<file path="config.mk">
export PLATFORM = sky130hd
export DESIGN_NAME = wb_commit_stage
export DESIGN_NICKNAME = d
export VERILOG_FILES = /design/src/rtl/wb_commit_stage.sv
export SDC_FILE = /design/constraint.sdc
export NUM_CORES = 1
export LEC_CHECK = 0
export CORE_AREA = 4 4 319 321
export CTS_CLUSTER_DIAMETER = 40
export CTS_CLUSTER_SIZE = 16
export DETAILED_ROUTE_END_ITERATION = 10
export DIE_AREA = 0 0 323 325
export PLACE_DENSITY = 0.42
export SETUP_SLACK_MARGIN = 0.02
export SLEW_MARGIN = 0
export SYNTH_ARGS = -nofsm -noshare
export SYNTH_HDL_FRONTEND = slang
export SYNTH_SLANG_ARGS = --single-unit
</file>
<file path="constraint.sdc">
create_clock -name clk -period 2.5 [get_ports clk]
set_clock_uncertainty 0.2 [all_clocks]
set_input_delay 0.5 -clock clk [delete_from_list [all_inputs] [get_ports clk]]
set_output_delay 0.5 -clock clk [all_outputs]
set_load 0.01 [all_outputs]
</file>
<file path="src/rtl/wb_commit_stage.sv">
// Writeback/commit stage: retires MEM-stage payloads into the register file and CP0,
// and sequences TLBP/TLBR/TLBWI through a two-cycle access/commit FSM.
module wb_commit_stage #(
  parameter int TLBNUM = 16,
  parameter int CNT_W  = 32,
  localparam int IDX_W = $clog2(TLBNUM)
) (
  input  logic               clk,
  input  logic               reset,
  input  logic               ms_to_ws_valid,
  output logic               ws_allowin,
  input  logic [31:0]        ms_pc,
  input  logic [31:0]        ms_result,
  input  logic [31:0]        ms_badvaddr,
  input  logic [4:0]         ms_dest,
  input  logic               ms_gr_we,
  input  logic               ms_cp0_op,
  input  logic               ms_cp0_we,
  input  logic               ms_bd,
  input  logic               ms_eret,
  input  logic [7:0]         ms_cp0_addr,
  input  logic               ms_ex,
  input  logic [4:0]         ms_excode,
  input  logic [1:0]         ms_tlbop,
  input  logic               ms_s1_found,
  input  logic [IDX_W-1:0]   ms_s1_index,
  input  logic [31:0]        c0_rdata,
  input  logic [31:0]        cp0_index,
  input  logic [31:0]        cp0_entryhi,
  input  logic [31:0]        cp0_entrylo0,
  input  logic [31:0]        cp0_entrylo1,
  input  logic [18:0]        r_vpn2,
  input  logic [7:0]         r_asid,
  input  logic               r_g,
  input  logic [19:0]        r_pfn0,
  input  logic [19:0]        r_pfn1,
  input  logic [2:0]         r_c0,
  input  logic [2:0]         r_c1,
  input  logic               r_d0,
  input  logic               r_d1,
  input  logic               r_v0,
  input  logic               r_v1,
  output logic [IDX_W-1:0]   r_index,
  output logic               tlb_we,
  output logic [IDX_W-1:0]   w_index,
  output logic [18:0]        w_vpn2,
  output logic [7:0]         w_asid,
  output logic               w_g,
  output logic [19:0]        w_pfn0,
  output logic [19:0]        w_pfn1,
  output logic [2:0]         w_c0,
  output logic [2:0]         w_c1,
  output logic               w_d0,
  output logic               w_d1,
  output logic               w_v0,
  output logic               w_v1,
  output logic               rf_we,
  output logic [4:0]         rf_waddr,
  output logic [31:0]        rf_wdata,
  output logic               c0_we,
  output logic [7:0]         c0_addr,
  output logic [31:0]        c0_wdata,
  output logic               tlbr_we,
  output logic [77:0]        tlbr_data,
  output logic               tlbp_we,
  output logic               tlbp_p,
  output logic [IDX_W-1:0]   tlbp_index,
  output logic               wb_ex,
  output logic [4:0]         wb_excode,
  output logic               wb_bd,
  output logic [31:0]        wb_pc,
  output logic [31:0]        wb_badvaddr,
  output logic               wb_eret,
  output logic               cancel,
  output logic [31:0]        cancel_pc,
  output logic [CNT_W-1:0]   retire_cnt,
  output logic [31:0]        debug_wb_pc,
  output logic [3:0]         debug_wb_rf_wen,
  output logic [4:0]         debug_wb_rf_wnum,
  output logic [31:0]        debug_wb_rf_wdata
);

  localparam logic [1:0] OP_TLBP  = 2'b01;
  localparam logic [1:0] OP_TLBR  = 2'b10;
  localparam logic [1:0] OP_TLBWI = 2'b11;

  typedef enum logic [1:0] {S_IDLE = 2'd0, S_ACC = 2'd1, S_CMT = 2'd2} state_t;

  state_t             state_r, state_nxt_s;
  logic               ws_valid_r;
  logic [31:0]        ws_pc_r, ws_result_r, ws_badvaddr_r;
  logic [4:0]         ws_dest_r, ws_excode_r;
  logic               ws_gr_we_r, ws_cp0_op_r, ws_cp0_we_r, ws_bd_r, ws_eret_r, ws_ex_r;
  logic [7:0]         ws_cp0_addr_r;
  logic [1:0]         ws_tlbop_r;
  logic               ws_s1_found_r;
  logic [IDX_W-1:0]   ws_s1_index_r;
  logic [77:0]        tlbr_data_r;
  logic               tlbp_found_r;
  logic [IDX_W-1:0]   tlbp_index_r;
  logic [CNT_W-1:0]   retire_cnt_r;
  logic               tlb_act_s, ws_ready_go_s, retire_s, flush_s;
  logic               unused_ok_s;

  // A TLB op only occupies the sequencer when it is valid and not already excepting.
  assign tlb_act_s     = ws_valid_r && !ws_ex_r && (ws_tlbop_r != 2'b00);
  assign ws_ready_go_s = tlb_act_s ? (state_r == S_CMT) : 1'b1;
  assign ws_allowin    = !ws_valid_r || ws_ready_go_s;
  assign retire_s      = ws_valid_r && ws_ready_go_s;
  assign flush_s       = wb_ex || wb_eret || cancel;

  // Stage valid bit: cleared on any flush the stage itself raises.
  always_ff @(posedge clk) begin
    if (reset) begin
      ws_valid_r <= 1'b0;
    end else if (flush_s) begin
      ws_valid_r <= 1'b0;
    end else if (ws_allowin) begin
      ws_valid_r <= ms_to_ws_valid;
    end
  end

  // Payload register, loaded on handshake.
  always_ff @(posedge clk) begin
    if (reset) begin
      ws_pc_r       <= 32'd0;
      ws_result_r   <= 32'd0;
      ws_badvaddr_r <= 32'd0;
      ws_dest_r     <= 5'd0;
      ws_gr_we_r    <= 1'b0;
      ws_cp0_op_r   <= 1'b0;
      ws_cp0_we_r   <= 1'b0;
      ws_bd_r       <= 1'b0;
      ws_eret_r     <= 1'b0;
      ws_cp0_addr_r <= 8'd0;
      ws_ex_r       <= 1'b0;
      ws_excode_r   <= 5'd0;
      ws_tlbop_r    <= 2'b00;
      ws_s1_found_r <= 1'b0;
      ws_s1_index_r <= '0;
    end else if (ms_to_ws_valid && ws_allowin) begin
      ws_pc_r       <= ms_pc;
      ws_result_r   <= ms_result;
      ws_badvaddr_r <= ms_badvaddr;
      ws_dest_r     <= ms_dest;
      ws_gr_we_r    <= ms_gr_we;
      ws_cp0_op_r   <= ms_cp0_op;
      ws_cp0_we_r   <= ms_cp0_we;
      ws_bd_r       <= ms_bd;
      ws_eret_r     <= ms_eret;
      ws_cp0_addr_r <= ms_cp0_addr;
      ws_ex_r       <= ms_ex;
      ws_excode_r   <= ms_excode;
      ws_tlbop_r    <= ms_tlbop;
      ws_s1_found_r <= ms_s1_found;
      ws_s1_index_r <= ms_s1_index;
    end
  end

  // TLB sequencer state register.
  always_ff @(posedge clk) begin
    if (reset) begin
      state_r <= S_IDLE;
    end else begin
      state_r <= state_nxt_s;
    end
  end

  // TLB sequencer next-state logic.
  always_comb begin
    state_nxt_s = state_r;
    case (state_r)
      S_IDLE: begin
        if (tlb_act_s) begin
          state_nxt_s = S_ACC;
        end else begin
          state_nxt_s = S_IDLE;
        end
      end
      S_ACC:   state_nxt_s = S_CMT;
      S_CMT:   state_nxt_s = S_IDLE;
      default: state_nxt_s = S_IDLE;
    endcase
  end

  // TLB sequencer strobes.
  always_comb begin
    tlb_we  = 1'b0;
    tlbr_we = 1'b0;
    tlbp_we = 1'b0;
    cancel  = 1'b0;
    if (tlb_act_s && (state_r == S_ACC)) begin
      tlb_we = (ws_tlbop_r == OP_TLBWI);
    end else if (tlb_act_s && (state_r == S_CMT)) begin
      tlbr_we = (ws_tlbop_r == OP_TLBR);
      tlbp_we = (ws_tlbop_r == OP_TLBP);
      cancel  = (ws_tlbop_r == OP_TLBR) || (ws_tlbop_r == OP_TLBWI);
    end else begin
      tlb_we  = 1'b0;
      tlbr_we = 1'b0;
      tlbp_we = 1'b0;
      cancel  = 1'b0;
    end
  end

  // Latch TLB read data / probe result during the access cycle.
  always_ff @(posedge clk) begin
    if (reset) begin
      tlbr_data_r  <= 78'd0;
      tlbp_found_r <= 1'b0;
      tlbp_index_r <= '0;
    end else if (tlb_act_s && (state_r == S_ACC)) begin
      case (ws_tlbop_r)
        OP_TLBR: tlbr_data_r <= {r_vpn2, r_asid, r_g, r_pfn0, r_c0, r_d0, r_v0,
                                 r_pfn1, r_c1, r_d1, r_v1};
        OP_TLBP: begin
          tlbp_found_r <= ws_s1_found_r;
          tlbp_index_r <= ws_s1_index_r;
        end
        default: tlbr_data_r <= tlbr_data_r;
      endcase
    end
  end

  // Retired-instruction counter; excepting instructions do not count.
  always_ff @(posedge clk) begin
    if (reset) begin
      retire_cnt_r <= '0;
    end else if (retire_s && !ws_ex_r) begin
      retire_cnt_r <= retire_cnt_r + {{(CNT_W-1){1'b0}}, 1'b1};
    end
  end

  assign rf_we       = retire_s && ws_gr_we_r && !ws_ex_r;
  assign rf_waddr    = ws_dest_r;
  assign rf_wdata    = ws_cp0_op_r ? c0_rdata : ws_result_r;
  assign c0_we       = retire_s && ws_cp0_we_r && !ws_ex_r;
  assign c0_addr     = ws_cp0_addr_r;
  assign c0_wdata    = ws_result_r;
  assign wb_ex       = ws_valid_r && ws_ex_r;
  assign wb_eret     = ws_valid_r && ws_eret_r && !ws_ex_r;
  assign wb_excode   = ws_excode_r;
  assign wb_bd       = ws_bd_r;
  assign wb_pc       = ws_pc_r;
  assign wb_badvaddr = ws_badvaddr_r;
  assign cancel_pc   = ws_pc_r + 32'd4;
  assign retire_cnt  = retire_cnt_r;
  assign tlbr_data   = tlbr_data_r;
  assign tlbp_p      = !tlbp_found_r;
  assign tlbp_index  = tlbp_index_r;

  // TLB write image comes straight from the live CP0 Index/EntryHi/EntryLo values.
  assign r_index = cp0_index[IDX_W-1:0];
  assign w_index = cp0_index[IDX_W-1:0];
  assign w_vpn2  = cp0_entryhi[31:13];
  assign w_asid  = cp0_entryhi[7:0];
  assign w_g     = cp0_entrylo0[0] & cp0_entrylo1[0];
  assign w_pfn0  = cp0_entrylo0[25:6];
  assign w_c0    = cp0_entrylo0[5:3];
  assign w_d0    = cp0_entrylo0[2];
  assign w_v0    = cp0_entrylo0[1];
  assign w_pfn1  = cp0_entrylo1[25:6];
  assign w_c1    = cp0_entrylo1[5:3];
  assign w_d1    = cp0_entrylo1[2];
  assign w_v1    = cp0_entrylo1[1];

  assign debug_wb_pc       = ws_pc_r;
  assign debug_wb_rf_wen   = {4{rf_we}};
  assign debug_wb_rf_wnum  = ws_dest_r;
  assign debug_wb_rf_wdata = rf_wdata;

  assign unused_ok_s = ^{cp0_index[31:IDX_W], cp0_entryhi[12:8],
                         cp0_entrylo0[31:26], cp0_entrylo1[31:26]};

endmodule
</file>
**Word level (Yosys, flattened, before mapping)**

Index checks and enable logic that the tools add are counted.

- Flip-flop bits (word level): 245
- Input bits: 368
- Output and inout bits: 462
- Logic and storage cells: 66

- Add/sub/neg operators: 2
- Equality and inequality tests: 5
- Muxes and demuxes: 11
- Bitwise gates (word level): 1
- Reduce and logical (&&, ||, !) cells: 26

Operators with widths:

| kind | count |
|---|---|
| adder 32 x 1 -> 32 bit (second input constant) | 1 |
| adder 32 x 3 -> 32 bit (second input constant) | 1 |
| 2-to-1 mux 32 bit | 1 |
| logical AND 1 bit | 14 |
| 2-to-1 mux 1 bit | 9 |
| equality test 2 bit (second input constant) | 3 |
| equality test 2 x 1 -> 1 bit (second input constant) | 2 |
| logical OR 1 bit | 4 |
| one-hot mux 2 bit (2 select lines) | 1 |
| AND reduction 2 bit | 2 |
| zero test 1 bit | 3 |
| zero test 2 bit | 1 |
| nonzero test 2 bit | 1 |
| OR reduction 2 bit | 1 |
| bitwise AND 1 bit | 1 |

**Depth between registers and ports, before layout**

Gate-level depths: netlist of run 1.

- Word-level depth: 8
- Depth in mapped cells: 7

**Worst setup path before layout of run 1**

No wires, ideal clock.

- Kind: register -> output
- Start point: register ws_pc_r[8], in the netlist debug_wb_pc[8]
- End point: output cancel_pc[29]
- Arrival: 1.888 ns
- Required time: 1.800 ns
- Path slack: -0.088 ns
- Stages on the path, launching flop included: 6
- Path buffers: 1
- Cell sequence: dfxtp_1 -> nand4_2 -> or4_1 -> buf_2 -> nor4_1 -> xor2_1

- Cells in the longest elaborated chain, start to end: 1

RTL lines:

| item | RTL line | RTL |
|---|---|---|
| start: declaration | 91 | `logic [31:0] ws_pc_r, ws_result_r, ws_badvaddr_r;` |
| start signal: assignment | 142 | `ws_pc_r <= ms_pc;` |
| adder 32 x 3 -> 32 bit | 246 | `assign cancel_pc = ws_pc_r + 32'd4;` |
| end: declaration | 75 | `output logic [31:0] cancel_pc,` |

Every way passes these cells.

**Worst setup path after layout of run 1**

- Start point: register ws_pc_r[7], in the netlist debug_wb_pc[7]
- End point: output cancel_pc[29]

The elaborated chain is that of the path after synthesis.

==> results.sh, run 1 <==
export IMPL_drtAntennaViolNets=0
export IMPL_dieArea_um2=105000
export IMPL_path_depth=6
export IMPL_synth_edf_count=0
export IMPL_crit_path_top_delay_cell="or4_4"
export IMPL_grt_pass1_vias=12025
export IMPL_hold_depth=2
export IMPL_grt_pass1_wl_mm=84.1
export IMPL_netlist_area_um2=11100
export IMPL_cp_required_ns=1.80
export IMPL_synth_top_area_cell="dfxtp_1"
export IMPL_drt_total_wl_mm=60.3
export IMPL_syn_num_nets=1783
export IMPL_crit_chain="nand4_1, or4_4, buf_12, nor4_4, xor2_1, buf_2"
export IMPL_dr_pass1_iters=8
export IMPL_fin_crit_sh=1.19
export IMPL_die_w_um=323
export IMPL_p_leak_nw=8.33
export IMPL_diodes=0
export IMPL_yosysWarnings=0
export IMPL_status="complete, but fails checks"
export IMPL_drc_errors=0
export IMPL_grtUsageTotal=0.109
export IMPL_clkTransAtPathRegs_ns=0.04
export IMPL_grt_overflow=0
export IMPL_netlist_cell_type_count=47
export IMPL_cp_max_fo=8
export IMPL_place_hpwl_mm=45.5
export IMPL_io_buffers=618
export IMPL_grt_max_degree=79
export IMPL_pre_cts_ws_ns=-0.423
export IMPL_cts_made_buffers=61
export IMPL_cp_start_kind="flop"
export IMPL_fin_crit_ns=2.97
export IMPL_ys_async_sr_fraction=0
export IMPL_synth_common_cells="nand2_1 (429), dfxtp_1 (245), a21oi_1 (223)"
export IMPL_max_clock_path_buffers=3
export IMPL_yosysMostFrequentCell="nand2_1"
export IMPL_syn_inst=1413
export IMPL_cap_viol_max_count=0
export IMPL_cp_end_kind="primary output"
export IMPL_vdd_drop_max_mv=0.463
export IMPL_cts_tree="built"
export IMPL_critical_path_top_delay_family="simple AND/OR/NAND/NOR gates"
export IMPL_slowest_delay_ns=0.56
export IMPL_maxSlewHeadroom=0.652
export IMPL_clk_latency_ns=0.60
export IMPL_hp_class="input pin to flop"
export IMPL_routedWlPerCell_um=17.9
export IMPL_gp_congestion=0.802
export IMPL_dpl_cell_area_um2=18500
export IMPL_worst_pin_slew_ns=0.509
export IMPL_path_buf_inv=2
export IMPL_cts_htree_levels=2
export IMPL_setup_violations_final=65
export IMPL_setup_ws_ns=-0.471
export IMPL_fin_tns_setup_ns=-11.23
export IMPL_initial_utilization=0.112
export IMPL_ys_seq_elements=245
export IMPL_area_delta_synth_final_pct=94.2
export IMPL_ys_top_cells_by_area="dfxtp_1 (44%), nand2_1 (14%), buf_4 (11%)"
export IMPL_path_class="flop to primary output"
export IMPL_synth_seq_area_share=0.440
export IMPL_drive_gt1_frac=0.231
export IMPL_cts_sinks=245
export IMPL_final_area_um2=21700
export IMPL_ys_flop_type="dfxtp_1"
export IMPL_ios=830
export IMPL_viasPerCell=3.56
export IMPL_finalPower_w=0.0144
export IMPL_arrival_ns=2.27
export IMPL_ff2ff_path_depth=8
export IMPL_hold_viol_final=0
export IMPL_nets=2382
export IMPL_synth_top_area_share=0.440
export IMPL_core_um2=99300
export IMPL_drv_slew=0
export IMPL_root_buffer="clkbuf_16"
export IMPL_rows=116
export IMPL_drtIter0Drc=415
export IMPL_antenna_found_initial=6
export IMPL_fmax_ghz=0.337
export IMPL_vias=11955
export IMPL_rsz0062_at_grt="true"
export IMPL_failed_checks="negative setup slack"
export IMPL_dieHeight_um=325
export IMPL_syn_avg_cell_area_um2=7.89
export IMPL_num_fill_cells=11010
export IMPL_powerDensity_nw_per_um2=666
==> repair_timing <==
action                                  4_1_cts  5_1_grt
cloned                                        3        0
pin swaps                                    18       14
resized for setup                           621       70
hold buffers                                  0        0
endpoints found under the setup margin      132       99
endpoints found under the hold margin         0        0
setup buffers                                34       18
==> worst reg2reg max path, cell delays in order (launching register included) <==
cell and delay, ns:
dfxtp_4 0.36, buf_6 0.12, nand2b_4 0.15, buf_4 0.16
o31ai_4 0.47, buf_4 0.31, buf_4 0.22, nand2_1 0.07
a21oi_1 0.14
==> state kept, by name, indices dropped and copies added, names as in the netlist, 5 cells and up <==
signal / cells
debug_wb_pc: 32
tlbr_data: 78
c0_wdata: 32
retire_cnt: 32
wb_badvaddr: 32
c0_addr: 8
debug_wb_rf_wnum: 5
wb_excode: 5
==> per-stage QoR <==
stage,utilization,hold WS [ns],instances
finish,0.218,0.126,3357
global route,0.218,0.0976,3357
CTS,0.215,0.0626,3347
detailed placement,0.186,0.247,3200
global placement,0.186,0.241,3200
floorplan,-,0.225,1413
==> report_power, final <==
| part | total (W) | internal (W) | switching, W |
|---|---|---|---|
| registers | 0.00415 | 0.00405 | 0.000102 |
| clock network | 0.00828 | 0.00571 | 0.00257 |
| logic | 0.00200 | 0.00113 | 0.000866 |
==> cells by family (layout without fill, tap and decap cells) <==
family | count (synthesis) | after routing | synth area share
simple gates | 578 | 578 | 0.224
buf+inv | 256 | 902 | 0.143
compound gates | 253 | 253 | 0.120
flops | 245 | 245 | 0.440
mux | 44 | 44 | 0.0437
xor+xnor | 35 | 35 | 0.0275
fa+ha+maj | 2 | 2 | 0.00224
==> placed cells by master (no fill, tap or decap), types with 13 or more instances in the layout <==
master	n
buf_2	31
or4_1	13
clkinvlp_4	13
buf_4	104
clkbuf_16	62
a21oi_1	223
dfxtp_2	20
xor2_1	16
dfxtp_1	222
clkdlybuf4s50_1	484
mux2_4	32
buf_12	20
buf_6	98
nand2_1	426
dlygate4sd2_1	22
nand3_1	15
nor2_1	28
nand4_1	16
==> metal layers <==
| layer | track usage | wire length, um | vias up |
|---|---|---|---|
| li1 | - | - | 5741 |
| met1 | 0.128 | 25200 | 5559 |
| met2 | 0.175 | 27200 | 527 |
| met3 | 0.0444 | 5580 | 124 |
| met4 | 0.0428 | 2280 | 4 |
| met5 | 0 | 27 | - |
==> layout make-up <==
type	instances	area, um^2	share of cell area
Timing Repair Buffer	780	7790	0.360
Tap cell	1298	1620	0.0750
Inverter	12	45.0	0.00208
Sequential cell	245	4940	0.228
Multi-Input combinational cell	912	5110	0.236
Clock inverter	34	472	0.0218
Clock buffer	76	1670	0.0773
==> worst paths after layout <==
kind	start	end	slack (ns)
min reg2reg	tlbr_data[36]$_SDFFE_PP0P_	tlbr_data[36]$_SDFFE_PP0P_	0.25
max	debug_wb_pc[7]$_SDFFE_PP0P_	cancel_pc[29]	-0.47
min	reset	retire_cnt[25]$_SDFFE_PP0P_	0.13
max reg2reg	ws_ex_r$_SDFFE_PP0P_	debug_wb_pc[0]$_SDFFE_PP0P_	0.22
Note: power is estimated with default switching activity, not from simulation.
==> inputs of run 2 (changes only) <==
- CELL_PAD_IN_SITES_DETAIL_PLACEMENT: default -> 0
- CELL_PAD_IN_SITES_GLOBAL_PLACEMENT: default -> 2
- CORE_AREA: 4 4 319 321 -> 4 4 322 324
- DIE_AREA: 0 0 323 325 -> 0 0 326 328
- PLACE_DENSITY: 0.42 -> 0.66
==> results.sh, run 2 (synthesis gave the netlist of run 1 again) <==
export IMPL_grt_max_degree=79
export IMPL_root_buffer="clkbuf_16"
export IMPL_place_hpwl_mm=46.1
export IMPL_core_um2=101000
export IMPL_cts_htree_levels=3
export IMPL_fin_crit_sh=1.17
export IMPL_cp_end_kind="primary output"
export IMPL_final_cell_mix="clkdlybuf4s50_1 (497), nand2_1 (427), dfxtp_1 (224)"
export IMPL_drive_gt1_frac=0.237
export IMPL_cp_start_kind="flop"
export IMPL_cap_viol_max_count=0
export IMPL_path_class="flop to primary output"
export IMPL_drv_slew=0
export IMPL_clkTransAtPathRegs_ns=0.04
export IMPL_grt_pass1_vias=12169
export IMPL_hold_depth=2
export IMPL_grt_overflow=0
export IMPL_maxSlewHeadroom=0.655
export IMPL_initial_utilization=0.110
export IMPL_cp_required_ns=1.80
export IMPL_gp_congestion=0.799
export IMPL_arrival_ns=2.22
export IMPL_max_clock_path_buffers=3
export IMPL_nets=2393
export IMPL_hp_class="flop to flop"
export IMPL_die_w_um=326
export IMPL_p_leak_nw=8.26
export IMPL_cts_sinks=245
export IMPL_vias=11913
export IMPL_failed_checks="negative setup slack"
export IMPL_rows=117
export IMPL_area_delta_synth_final_pct=95.8
export IMPL_routedWlPerCell_um=17.4
export IMPL_cts_made_buffers=66
export IMPL_rsz0062_at_grt="true"
export IMPL_worst_pin_slew_ns=0.504
export IMPL_cts_tree="built"
export IMPL_ff2ff_path_depth=9
export IMPL_dieHeight_um=328
export IMPL_mostFrequentLayoutCell="clkdlybuf4s50_1"
export IMPL_largest_register_ffs=78
export IMPL_drc_errors=0
export IMPL_io_buffers=618
export IMPL_dieArea_um2=107000
export IMPL_fin_crit_ns=2.92
export IMPL_vdd_drop_max_mv=0.457
export IMPL_setup_ws_ns=-0.417
export IMPL_setup_violations_final=54
export IMPL_drt_total_wl_mm=59.8
export IMPL_drtIter0Drc=410
export IMPL_cp_max_fo=7
export IMPL_viasPerCell=3.46
export IMPL_dp_cells=3283
export IMPL_clk_latency_ns=0.59
export IMPL_powerDensity_nw_per_um2=672
export IMPL_dr_pass1_iters=4
export IMPL_fin_cells=3442
export IMPL_fmax_ghz=0.343
export IMPL_antenna_found_initial=9
export IMPL_hold_viol_final=0
export IMPL_grtUsageTotal=0.107
export IMPL_finalPower_w=0.0147
export IMPL_drtAntennaViolNets=0
export IMPL_grt_pass1_wl_mm=84.2
export IMPL_pre_cts_ws_ns=-0.387
export IMPL_ios=830
export IMPL_status="complete, but fails checks"
-- run 2: cell count changes in the layout (fill, tap and decap cells not counted), sizes merged --
cell | previous run | this run
diode | 0 | 2
dlygate4sd3 | 0 | 1
clkbuf | 77 | 87
bufinv | 10 | 6
clkdlybuf4s15 | 1 | 6
clkinvlp | 13 | 5
dlymetal6s2s | 6 | 2
dlygate4sd2 | 22 | 13
clkdlybuf4s50 | 484 | 497
inv | 13 | 18
clkinv | 10 | 14
-- run 2: repair_timing --
item                                    in CTS  in global routing
endpoints found under the setup margin     121                 82
hold buffers                                 1                  0
resized for setup                          598                 47
pin swaps                                   31                 18
setup buffers                               30                 15
gates cloned                                 3                  0
endpoints found under the hold margin        3                  0
-- run 2: area by class of cell --
class	instances	area [um^2]
sequential	245	4940
clock inverter	31	370
multi-input combinational	912	5140
antenna	2	5.00
inverter	12	45.0
fill	11175	79300
tap	1368	1710
clock buffer	86	1880
timing repair buffer	786	7730
-- run 2: worst max-delay path: stages (launching register included) --
cell and delay, ns:
dfxtp_2 0.32, nand4_1 0.14, or4_4 0.52, buf_12 0.17, buf_4 0.14, nor2_4 0.07, xor2_1 0.13, buf_2 0.14
-- run 2: metrics by stage --
stage                     hold WS, ns  setup TNS (ns)   util  area [um^2]
final                           0.249           -8.19  0.216        21800
after global routing            0.219          -13.72  0.216        21800
after CTS                       0.173          -13.97  0.214        21700
after detailed placement        0.245           -4.46  0.185        18700
after global placement          0.242           -4.59  0.185        18700
after floorplan                 0.225               0      -        11200
-- run 2: metal layers --
| layer | GRT usage | share of wire |
|---|---|---|
| met1 | 0.122 | 0.40 |
| met2 | 0.168 | 0.45 |
| met3 | 0.0482 | 0.10 |
| met4 | 0.0533 | 0.045 |
| met5 | 0 | 0.00057 |
-- run 2: final timing paths --
path,startpoint,endpoint,slack [ns]
max,debug_wb_pc[6]$_SDFFE_PP0P_,cancel_pc[23],-0.42
min,c0_addr[4]$_SDFFE_PP0P_,c0_addr[4]$_SDFFE_PP0P_,0.25
max reg2reg,ws_ex_r$_SDFFE_PP0P_,tlbr_data[67]$_SDFFE_PP0P_,0.12
min reg2reg,c0_addr[4]$_SDFFE_PP0P_,c0_addr[4]$_SDFFE_PP0P_,0.25
-- run 2: where the power goes --
part	internal, W	switching, W	total (W)
registers	0.00405	0.0000980	0.00415
clock network	0.00588	0.00268	0.00856
logic	0.00111	0.000850	0.00196
==> inputs of run 3 (changes only) <==
- CORE_AREA: 4 4 322 324 -> 4 4 321 323
- CTS_BUF_LIST: default -> sky130_fd_sc_hd__clkbuf_4 sky130_fd_sc_hd__clkbuf_8
- DIE_AREA: 0 0 326 328 -> 0 0 325 327
==> results.sh, run 3 (synthesis gave the netlist of run 1 again) <==
export IMPL_path_buf_inv=2
export IMPL_rsz0062_at_grt="true"
export IMPL_drc_errors=0
export IMPL_crit_path_top_delay_cell="or4_4"
export IMPL_fin_cells=3378
export IMPL_fin_crit_ns=2.97
export IMPL_die_w_um=325
export IMPL_hold_depth=3
export IMPL_fmax_ghz=0.337
export IMPL_status="complete, but fails checks"
export IMPL_nets=2395
export IMPL_cts_sinks=245
export IMPL_grt_pass1_wl_mm=84.2
export IMPL_initial_utilization=0.112
export IMPL_grtUsageTotal=0.106
export IMPL_core_um2=99900
export IMPL_maxSlewHeadroom=0.414
export IMPL_fin_crit_sh=1.19
export IMPL_setup_ws_ns=-0.468
export IMPL_drv_slew=0
export IMPL_max_clock_path_buffers=3
export IMPL_cts_htree_levels=3
export IMPL_io_buffers=618
export IMPL_drt_total_wl_mm=59.0
export IMPL_hp_class="input pin to flop"
export IMPL_root_buffer="clkbuf_8"
export IMPL_viasPerCell=3.55
export IMPL_antenna_found_initial=6
export IMPL_grt_max_degree=79
export IMPL_place_hpwl_mm=44.1
export IMPL_rows=116
export IMPL_dieArea_um2=106000
export IMPL_area_delta_synth_final_pct=90.3
export IMPL_cts_tree="built"
export IMPL_vias=11986
export IMPL_hold_viol_final=0
export IMPL_cp_max_fo=6
export IMPL_p_leak_nw=8.29
export IMPL_dp_cells=3191
export IMPL_drive_gt1_frac=0.251
export IMPL_cap_viol_max_count=0
export IMPL_ios=830
export IMPL_ff2ff_path_depth=7
export IMPL_hold_worst_slack_ns=0.183
export IMPL_cts_made_buffers=68
export IMPL_path_class="flop to primary output"
export IMPL_critical_path_top_delay_family="simple AND/OR/NAND/NOR gates"
export IMPL_grt_pass1_vias=12246
export IMPL_drtIter0Drc=378
export IMPL_drtAntennaViolNets=0
export IMPL_routedWlPerCell_um=17.5
export IMPL_cp_end_kind="primary output"
export IMPL_dr_pass1_iters=4
export IMPL_vdd_drop_max_mv=0.617
export IMPL_final_util=0.212
export IMPL_dieHeight_um=327
export IMPL_clkTransAtPathRegs_ns=0.05
export IMPL_gp_congestion=0.788
export IMPL_pre_cts_ws_ns=-0.412
export IMPL_final_cell_mix="clkdlybuf4s50_1 (432), nand2_1 (427), a21oi_1 (223)"
export IMPL_slowest_delay_ns=0.57
export IMPL_cp_start_kind="flop"
export IMPL_powerDensity_nw_per_um2=589
export IMPL_grt_overflow=0
export IMPL_mostFrequentLayoutCell="clkdlybuf4s50_1"
export IMPL_largest_register_ffs=78
export IMPL_cp_required_ns=1.80
export IMPL_finalPower_w=0.0125
export IMPL_clk_latency_ns=0.66
export IMPL_num_fill_cells=11221
export IMPL_setup_violations_final=85
export IMPL_crit_chain="nand4_2, or4_4, buf_8, nor4_4, xor2_1, buf_2"
export IMPL_failed_checks="negative setup slack"
export IMPL_arrival_ns=2.27
export IMPL_worst_pin_slew_ns=0.875
export IMPL_path_depth=6
[run 3: changes by cell type in the layout (fill, tap and decap cells not counted), moves of 10 or more]
cell	change
clkbuf_16	-67
clkdlybuf4s50_1	-65
clkbuf_8	+64
dlygate4sd2_1	+62
buf_6	+35
buf_2	-20
buf_4	-15
clkbuf_4	+15
dfxtp_1	-14
dfxtp_2	+10
[run 3: repair_timing]
item | in CTS | in global routing
hold buffers | 1 | 0
hold endpoints to repair | 24 | 0
cloned | 4 | 0
resized for setup | 737 | 68
setup buffers | 37 | 28
endpoints found under the setup margin | 198 | 102
pin swaps | 26 | 16
[run 3: final timing paths]
path                               start                          to  slack, ns
max          debug_wb_pc[8]$_SDFFE_PP0P_               cancel_pc[31]      -0.47
min                       ms_cp0_addr[2]     c0_addr[2]$_SDFFE_PP0P_       0.18
max reg2reg         ws_ex_r$_SDFFE_PP0P_  tlbr_data[68]$_SDFFE_PP0P_       0.15
min reg2reg   tlbr_data[31]$_SDFFE_PP0P_  tlbr_data[31]$_SDFFE_PP0P_       0.25
[run 3: final cells by class]
class                           count  area, um^2  share of cell area
Clock inverter                     31         437              0.0206
Clock buffer                       92        1170              0.0553
Antenna cell                        2        5.00            0.000236
Sequential cell                   245        4970               0.234
Multi-Input combinational cell    912        5110               0.241
Tap cell                         1298        1620              0.0766
Inverter                           12        45.0             0.00212
Timing Repair Buffer              786        7850               0.370
[run 3: per-stage QoR]
| stage | TNS, ns | cell area (um^2) |
|---|---|---|
| finish | -15.86 | 21200 |
| global route | -29.56 | 21200 |
| CTS | -30.61 | 20900 |
| detailed placement | -4.91 | 18500 |
| global placement | -4.74 | 18500 |
| floorplan | 0 | 11200 |
[run 3: where the power goes]
group | switching [W] | leakage (nW) | internal [W]
Sequential | 0.000101 | 2.01 | 0.00404
Clock | 0.00230 | 0.822 | 0.00409
Combinational | 0.000848 | 5.46 | 0.00112
Total | 0.00325 | 8.29 | 0.00925
[run 3: routing by layer]
metal	share of wire	global-route usage	vias up
met3	0.099	0.0484	133
li1	-	-	5784
met1	0.42	0.124	5522
met2	0.44	0.166	539
met5	0.0010	0	-
met4	0.040	0.0519	8
[run 3: worst min-delay path, delay by kind of cell]
family | cells | cell delay (ns)
and+or+nand+nor | 1 | 0.05
buffers and inverters | 1 | 0.39
AOI/OAI and AO/OA | 1 | 0.05
